[src/rtl/multicycle_control.sv]
// rtl/multicycle_control.sv - multicycle CPU control FSM with memory wait counter
// Optional jump state compiled in with `define MULTICYCLE_JUMP_EN.
module multicycle_control #(
    parameter int OPW     = 6,
    parameter int MEM_LAT = 1
) (
    input  logic           clk,
    input  logic           reset,
    input  logic [OPW-1:0] opcode,
    output logic           PCWrite,
    output logic           PCWriteCond,
    output logic           IorD,
    output logic           MemRead,
    output logic           MemWrite,
    output logic           IRWrite,
    output logic           MemtoReg,
    output logic           RegDst,
    output logic           RegWrite,
    output logic           ALUSrcA,
    output logic [1:0]     ALUSrcB,
    output logic [1:0]     ALUOp,
    output logic [1:0]     PCSource,
    output logic           LoadHalf,
    output logic           LoadUnsigned,
    output logic           illegal,
    output logic [3:0]     state
);

    typedef enum logic [3:0] {
        FETCH  = 4'd0,
        DECODE = 4'd1,
        MEMADR = 4'd2,
        MEMRD  = 4'd3,
        MEMWB  = 4'd4,
        MEMWR  = 4'd5,
        EXEC   = 4'd6,
        RWB    = 4'd7,
        BRANCH = 4'd8,
        IEXEC  = 4'd9,
        IWB    = 4'd10,
        JUMP   = 4'd11
    } state_t;

    localparam logic [3:0]     LAST   = 4'(MEM_LAT - 1);
    localparam logic [OPW-1:0] OP_R   = OPW'(32'h00);
    localparam logic [OPW-1:0] OP_LW  = OPW'(32'h23);
    localparam logic [OPW-1:0] OP_SW  = OPW'(32'h2B);
    localparam logic [OPW-1:0] OP_LH  = OPW'(32'h21);
    localparam logic [OPW-1:0] OP_LHU = OPW'(32'h25);
    localparam logic [OPW-1:0] OP_BEQ = OPW'(32'h04);
    localparam logic [OPW-1:0] OP_ADI = OPW'(32'h08);
    localparam logic [OPW-1:0] OP_J   = OPW'(32'h02);

    state_t         st;
    state_t         nst;
    logic [3:0]     wcnt;
    logic [OPW-1:0] op_q;
    logic           wdone;

    assign state = st;
    assign wdone = (wcnt == LAST);

    // Counter restarts on every state change; only the wait states ever hold.
    always_ff @(posedge clk) begin
        if (reset) begin
            st   <= FETCH;
            wcnt <= 4'd0;
            op_q <= '0;
        end else begin
            st   <= nst;
            wcnt <= (nst != st) ? 4'd0 : wcnt + 4'd1;
            if (st == DECODE)
                op_q <= opcode;
        end
    end

    always_comb begin
        nst          = FETCH;
        PCWrite      = 1'b0;
        PCWriteCond  = 1'b0;
        IorD         = 1'b0;
        MemRead      = 1'b0;
        MemWrite     = 1'b0;
        IRWrite      = 1'b0;
        MemtoReg     = 1'b0;
        RegDst       = 1'b0;
        RegWrite     = 1'b0;
        ALUSrcA      = 1'b0;
        ALUSrcB      = 2'b00;
        ALUOp        = 2'b00;
        PCSource     = 2'b00;
        LoadHalf     = 1'b0;
        LoadUnsigned = 1'b0;
        illegal      = 1'b0;
        case (st)
            FETCH: begin
                MemRead = 1'b1;
                ALUSrcB = 2'b01;
                IRWrite = wdone;
                PCWrite = wdone;
                nst     = wdone ? DECODE : FETCH;
            end
            DECODE: begin
                ALUSrcB = 2'b11;
                if (opcode == OP_R)
                    nst = EXEC;
                else if (opcode == OP_LW || opcode == OP_SW || opcode == OP_LH || opcode == OP_LHU)
                    nst = MEMADR;
                else if (opcode == OP_BEQ)
                    nst = BRANCH;
                else if (opcode == OP_ADI)
                    nst = IEXEC;
`ifdef MULTICYCLE_JUMP_EN
                else if (opcode == OP_J)
                    nst = JUMP;
`endif
                else
                    illegal = 1'b1;
            end
            MEMADR: begin
                ALUSrcA = 1'b1;
                ALUSrcB = 2'b10;
                nst     = (op_q == OP_SW) ? MEMWR : MEMRD;
            end
            MEMRD: begin
                MemRead = 1'b1;
                IorD    = 1'b1;
                nst     = wdone ? MEMWB : MEMRD;
            end
            MEMWB: begin
                RegWrite     = 1'b1;
                MemtoReg     = 1'b1;
                LoadHalf     = (op_q == OP_LH) || (op_q == OP_LHU);
                LoadUnsigned = (op_q == OP_LHU);
            end
            MEMWR: begin
                MemWrite = 1'b1;
                IorD     = 1'b1;
                nst      = wdone ? FETCH : MEMWR;
            end
            EXEC: begin
                ALUSrcA = 1'b1;
                ALUOp   = 2'b10;
                nst     = RWB;
            end
            RWB: begin
                RegWrite = 1'b1;
                RegDst   = 1'b1;
            end
            BRANCH: begin
                ALUSrcA     = 1'b1;
                ALUOp       = 2'b01;
                PCWriteCond = 1'b1;
                PCSource    = 2'b01;
            end
            IEXEC: begin
                ALUSrcA = 1'b1;
                ALUSrcB = 2'b10;
                nst     = IWB;
            end
            IWB: begin
                RegWrite = 1'b1;
            end
`ifdef MULTICYCLE_JUMP_EN
            JUMP: begin
                PCWrite  = 1'b1;
                PCSource = 2'b10;
            end
`endif
            default: nst = FETCH;
        endcase
        // An edge with reset high must not commit any architectural write.
        if (reset) begin
            PCWrite     = 1'b0;
            PCWriteCond = 1'b0;
            MemWrite    = 1'b0;
            RegWrite    = 1'b0;
            IRWrite     = 1'b0;
        end
    end

endmodule

[config.mk]
export PLATFORM = sky130hd
export DESIGN_NAME = multicycle_control
export DESIGN_NICKNAME = d
export VERILOG_FILES = /design/src/rtl/multicycle_control.sv
export SDC_FILE = /design/constraint.sdc
export NUM_CORES = 1
export LEC_CHECK = 0
export BUFFER_PORTS_ARGS = -buffer_cell sky130_fd_sc_hd__clkbuf_2
export CAP_MARGIN = 15
export CORE_MARGIN = 5
export CORE_UTILIZATION = 45
export DETAILED_ROUTE_END_ITERATION = 10
export GPL_TIMING_DRIVEN = 1
export PLACE_DENSITY = 0.71
export SLEW_MARGIN = 20
export SYNTH_ARGS = -nofsm -noshare
export SYNTH_HDL_FRONTEND = slang
export SYNTH_SLANG_ARGS = --single-unit
[constraint.sdc]
create_clock -name clk -period 2.6 [get_ports clk]
set_clock_uncertainty 0.05 [all_clocks]
set_input_delay 0.13 -clock clk [delete_from_list [all_inputs] [get_ports clk]]
set_output_delay 0.13 -clock clk [all_outputs]
set_load 0.01 [all_outputs]
Word level (Yosys, flattened, before mapping) --
Index checks and enable logic that the tools add are counted.
Cells by class: $add $sub $neg 1, equal/unequal tests 20, mux-type cells 32, reductions and logical operators 13
Operator list (count):
- $eq 6x6->1 const B | 7
- $pmux 4 s7 | 1
- $mux 1 | 22
- $eq 4x3->1 const B | 4
- $mux 4 | 4
- $eq 4x4->1 const B | 3
- $mux 3 | 3
- $eq 4x2->1 const B | 2
- $logic_not 4->1 | 2
- $reduce_or 2->1 | 4
- $eq 6x3->1 const B | 1
- $eq 6x4->1 const B | 1
- $logic_not 6->1 | 1
- $pmux 2 s3 | 1
- $add 4x1->4 const B | 1
- $eq 4x1->1 const B | 1
- $logic_or 1x1->1 | 4
- $ne 4x4->1 | 1
- $pmux 2 s2 | 1
- $reduce_or 4->1 | 1
- $reduce_or 3->1 | 1
Storage, ports and cells: register bits after elaboration 14, input port bits 8, output and inout bits 23, logic and storage cells 69

Longest topological paths before layout --
Gate-level depths: netlist of the first run.
depth after elaboration 9, mapped depth 6, depth with buffers taken out 6

Worst setup path after synthesis of the first run --
OpenSTA, ideal clock, no wires.
kind register -> register, start register st[3], in the netlist state[3], end register wcnt[3], library setup time 0.132 ns, data arrival time 1.782 ns, required time 2.418 ns, slack 0.636 ns, stages on the path, launching flop included 7, buffers on the path 2, clock period less this slack 1.964 ns, path through dfxtp_1 buf_6 or4b_4 buf_6 or4_1 o211ai_2 nor3_1
Between the ends: longest elaborated chain between the ends 4, elaborated cells between the ends (all ways) 10, those cells by class 7 x eq/ne; 1 x mux; 2 x reduce/logical
RTL lines:
- from (decl) | line 54 | state_t st;
- from (signal assigned) | line 70 | st <= nst;
- $eq 4x4->1 (tied with other cells) | line 95 | case (st)
- $pmux 4 s7 | line 95
- $ne 4x4->1 (*) | line 71 | wcnt <= (nst != st) ? 4'd0 : wcnt + 4'd1;
- $reduce_or 2->1 (no source line) (*)
- to (signal assigned) | line 71
- to (decl) | line 56 | logic [3:0] wcnt;
Every way passes the cells marked *; elsewhere a longest branch is shown, timed or not. A chain may end at the register's enable or synchronous reset.

Worst setup path after layout of the first run --
start register st[2], in the netlist state[2], end output port LoadUnsigned
Between the ends: longest elaborated chain between the ends 2
RTL lines:
- $eq 4x3->1 | line 95
- $mux 1 | line 95
- to (decl) | line 24 | output logic LoadUnsigned,
No other way between the ends.

==> results of run 1 <==
metal layers:
metal | share of wire [%] | vias to the layer above | GRT usage [%]
li1 | - | 536 | -
met1 | 49 | 470 | 21.4
met2 | 47 | 26 | 22.6
met3 | 3.5 | 2 | 2.04
met4 | 0.98 | 0 | 6.95
met5 | 0 | - | 0
flip-flops by register name, indices dropped and copies added, names as in the netlist:
register	count
op_q	6
state	4
wcnt	4
power by group:
part	total (mW)	internal, mW	switching (mW)
registers	0.242	0.230	0.0114
clock network	0.154	0.0851	0.0689
logic	0.174	0.0720	0.102
total	0.570	0.388	0.182
path summary, 6_finish.rpt:
path                                 from      endpoint  slack (ns)
worst max-delay path             state[2]  LoadUnsigned        0.39
worst min-delay path            opcode[4]       op_q[4]        0.07
worst max register to register   state[2]       wcnt[2]        0.56
worst min register to register    op_q[4]       op_q[4]        0.41
cell families after synthesis:
logic type	synth area share, %
XOR/XNOR	3.47
adder cells (fa/ha/maj)	2.48
buffers and inverters	8.30
other	0.371
flip-flops	27.8
AO/OA/AOI/OAI	16.9
AND/OR/NAND/NOR	40.8
synth_stat cells (2+ instances only):
library cell and instances:
a21o_1 3, a21oi_1 9, a31oi_1 2, and2_1 2
buf_4 2, buf_6 2, clkbuf_1 7, dfxtp_1 14
ha_1 2, inv_1 4, nand2_1 16, nand2b_1 7
nand3b_1 2, nor2_1 9, nor2b_1 2, nor3_1 10
nor3b_1 3, nor4_1 4, nor4b_1 3, o21ai_0 4
o31ai_1 2, or3_1 2, or4_1 4, xnor2_1 2
xor2_1 2
stage by stage:
step                      util (%)  instances  cell area (sq um)  setup WS, ns  hold slack [ns]
after floorplan                  -        133               1010         0.636            0.216
after global placement        53.4        183               1160         0.643            0.355
after detailed placement      53.4        183               1160         0.594            0.358
after CTS                     55.1        187               1190         0.350           0.0615
after global routing          55.1        187               1190        0.0725            0.106
final                         55.1        187               1190         0.389           0.0698
cell type report:
type                       instances  area, sq um  share of cell area, %
multi-input combinational        103          646                   54.0
clock buffer                       4         36.3                   3.04
inverter                           4         15.0                   1.26
timing repair buffer              34          183                   15.3
sequential                        14          280                   23.5
tap                               28         35.0                   2.93
worst reg2reg max path: stages (launching register included):
cell and delay, ns:
dfxtp_1 0.48, or4b_4 0.67, or4_1 0.51, o211ai_2 0.11
nor3_1 0.09
==> impl_metrics.tcl, run 1 <==
set metrics [dict create \
    num_rows 17 \
    seq_area_frac_synth_pct 27.8 \
    slew_headroom_pct 64.4 \
    layout-drive-gt1-share_pct 25.8 \
    cts_buffers 3 \
    grt_setup_unrepaired "no" \
    period_minus_slack_ns 2.21 \
    crit_type "reg -> out" \
    synthFlopType "dfxtp_1" \
    synth_area_leaders "dfxtp_1, nand2_1, nor3_1" \
    required_ns 2.42 \
    ir_drop_uv 319 \
    r2r_cells 4 \
    hold_violations 0 \
    synth_nets 143 \
    syn_to_final_growth_pct 18.3 \
    ys_ff_latch 14 \
    post_cts_buffers 0 \
    hp-class "in -> reg" \
    post-route-period-util_pct 85.1 \
    status "completed" \
    worstSkewPairLatency_ns 0.28 \
    cp_num_cells 5 \
    io_pins 31 \
    holdPathStages 3 \
    end_kind "primary output" \
    syn_area_sq_um 1010 \
    drt.antenna.violating_nets 0 \
    num_antenna_cells 0 \
    cp_max_fo 18 \
    synth_cells 133 \
    die_x_microns 57.4 \
    synth_top_area_share_pct 27.8 \
    hold_buffers 0 \
    hpwl_microns 1820 \
    slowest_stage "dfxtp_1" \
    arrival_ns 2.03 \
    wl_per_cell_microns 12.5 \
    clockRootBuffer "clkbuf_4" \
    grt_pass1_vias 906 \
    clock_path_buffers 2 \
    cts_tree "done" \
    io_buffers 29 \
    worst_pin_slew_ns 0.533 \
    cts_max_level 1 \
    p_leak_nw 0.478 \
    async_flop_share_pct 0 \
    nets 170 \
    viasPerCell 5.53 \
    final_cell_mix "clkbuf_2, nand2_1, dfxtp_1" \
    pwr_density_cell_nw_per_um2 477 \
    grt-ovfl-total 0 \
    path_buf_inv 1 \
    grtUsageTotal_pct 15.2 \
    num_vias 1034 \
    cts_resized 0 \
    antenna_found_initial 0 \
    cp_slowest_stage_delay_ns 0.67 \
    maxCapViolCount 0 \
    path_cells "nand2b_1 -> nor3_1 -> nor4b_1 -> and2_1 -> clkbuf_2" \
    clock_sinks 14 \
    synth_edf_count 0 \
    die_h_microns 57.4 \
    first_pass_iters 4 \
    drt_wl_total_microns 2340 \
    yosys_warnings 0 \
    die_area_sq_um 3290 \
    nFillCells 224 \
    power.total_mw 0.570 \
    mostFrequentLayoutCell "clkbuf_2" \
    start_kind "flip-flop" \
    final_max_slew_viol_count 0 \
    grt_max_degree 19 \
    critical_path.top_delay_family "simple AND/OR/NAND/NOR gates" \
    syn_area_per_cell_sq_um 7.59 \
    synth_top_area_cell "dfxtp_1" \
    clkSlewWorstSetupHoldPaths_ns 0.09 \
    drtIter0Drc 28 \
    synthDistinctLibCells 39 \
    final.setup.tns_ns 0 \
    start_util_pct 46.5 \
    grt_pass1_wl_microns 4010 \
    routabilityCongestion 0.825 \
    core_sq_um 2170 \
    drc 0 \
    setup_viol 0 \
    clock.fmax_mhz 452 \
]
Power figures use the tool's default switching activity.
==> run 2: changes to the inputs <==
CTS_CLUSTER_SIZE = 40   (was default)
clock period = 2.2 ns   (was 2.6 ns; I/O delays follow)
==> run 2 against run 1 <==
  * Register-to-register slack worse by 0.29 ns
  * Utilization up 0.98 points
  * Largest power group unchanged
  * Non-clock buffer count up 2
  * Cell area up 1.8%
  * Routed wire length up 11%
  * Via count up 1.8%
  * Sequential cell count unchanged
  * Final cell count up 1.1%
  * Total power up 21%
==> impl_metrics.tcl, run 2 (synthesis results as in run 1) <==
set metrics [dict create \
    status "completed" \
    grt-ovfl-total 0 \
    layout-drive-gt1-share_pct 27.3 \
    grtUsageTotal_pct 16.4 \
    start_kind "flip-flop" \
    cts_resized 0 \
    cts_tree "done" \
    post-place-ws_ns 0.303 \
    io_buffers 29 \
    r2r_cells 5 \
    crit_type "reg -> out" \
    slowest_stage "dfxtp_1" \
    nets 172 \
    mostFrequentLayoutCell "clkbuf_2" \
    clockRootBuffer "clkbuf_4" \
    r2r_slack_ns 0.27 \
    pwr_density_cell_nw_per_um2 569 \
    p_leak_nw 0.489 \
    hold_violations 0 \
    num_rows 17 \
    final.setup.tns_ns 0 \
    clock_path_buffers 2 \
    drc 0 \
    syn_to_final_growth_pct 20.4 \
    clkSlewWorstSetupHoldPaths_ns 0.10 \
    setup_viol 0 \
    period_minus_slack_ns 1.94 \
    core_sq_um 2170 \
    largest_register "op_q" \
    path_cells "buf_4 -> nand2b_1 -> nor3_1 -> nor4b_2 -> and2_1 -> clkbuf_2" \
    timing.rr.end "wcnt[3]" \
    antenna_found_initial 0 \
    hold_ws_ns 0.0336 \
    drt_wl_total_microns 2600 \
    hpwl_microns 2030 \
    grt_pass1_wl_microns 4280 \
    largest_register_ffs 6 \
    worstSkewPairLatency_ns 0.29 \
    ir_drop_uv 283 \
    power.total_mw 0.692 \
    routabilityCongestion 0.850 \
    hold_buffers 0 \
    cp_max_fo 9 \
    cts_max_level 1 \
    grt_max_degree 18 \
    first_pass_iters 4 \
    arrival_ns 1.78 \
    viasPerCell 5.57 \
    maxCapViolCount 0 \
    timing.rr.start "state[1]" \
    end_kind "primary output" \
    cp_slowest_stage_delay_ns 0.35 \
    final_max_slew_viol_count 0 \
    start_util_pct 46.5 \
    post-route-period-util_pct 88.3 \
    num_vias 1053 \
    post_cts_buffers 0 \
    final_cell_mix "clkbuf_2, nand2_1, dfxtp_1" \
    cts_buffers 3 \
    clock_sinks 14 \
    io_pins 31 \
    holdPathEnd "op_q[4]" \
    grt_pass1_vias 990 \
    clock.fmax_mhz 515 \
    die_area_sq_um 3290 \
    die_h_microns 57.4 \
    required_ns 2.04 \
    fin_ws_ns 0.257 \
    hp-class "in -> reg" \
    num_antenna_cells 0 \
    hp-start "opcode[4]" \
    wl_per_cell_microns 13.7 \
    final_util_pct 56.1 \
    grt_setup_unrepaired "no" \
    drtIter0Drc 24 \
    holdPathStages 3 \
    drt.antenna.violating_nets 0 \
    die_x_microns 57.4 \
]
==> run 2: changes by cell type in the layout (fill, tap and decap cells not counted) <==
cell,before,now
buf_4,5,7
nor4b_1,3,2
nor4b_2,0,1
==> run 2: per-stage QoR <==
stage	cells	cell area (sq um)
2_1_floorplan	133	1010
3_3_place_gp	185	1170
3_5_place_dp	185	1170
4_1_cts	189	1210
5_1_grt	189	1220
6_report	189	1220
==> run 2: final cells by class <==
class	instances	area, sq um
repair buffers	36	198
multi-input cells	103	652
well taps	28	35.0
inverters	4	15.0
fillers	226	953
flip-flops and latches	14	280
clock buffers	4	36.3
==> run 2: worst max path at each step <==
stage	from	end	slack, ns	cells past startpoint
after detailed placement	state[1]	wcnt[3]	0.30	5
after global routing	state[2]	LoadUnsigned	0.07	6
after floorplan	state[3]	wcnt[3]	0.24	6
after CTS	state[3]	LoadUnsigned	0.17	6
after global placement	state[1]	wcnt[3]	0.40	4
final	state[3]	LoadUnsigned	0.26	6
==> run 2: routing by layer <==
layer	global-route usage (%)	vias to the layer above	routed length [microns]
li1	-	532	-
met5	0	-	0
met4	8.61	0	27
met1	20.3	492	1190
met3	3.39	4	101
met2	26.6	25	1280
==> run 2: worst max-delay path: cells and delay by family, from the launching register on <==
family | cells | cell delay, ns
buf+inv | 2 | 0.29
flops | 1 | 0.35
simple gates | 4 | 0.84
==> run 2: power by group <==
| part | leakage, nW | total, mW | internal [mW] | switching [mW] |
|---|---|---|---|---|
| Combinational | 0.354 | 0.210 | 0.0857 | 0.125 |
| Clock | 0.0210 | 0.193 | 0.101 | 0.0925 |
| Sequential | 0.114 | 0.289 | 0.272 | 0.0162 |
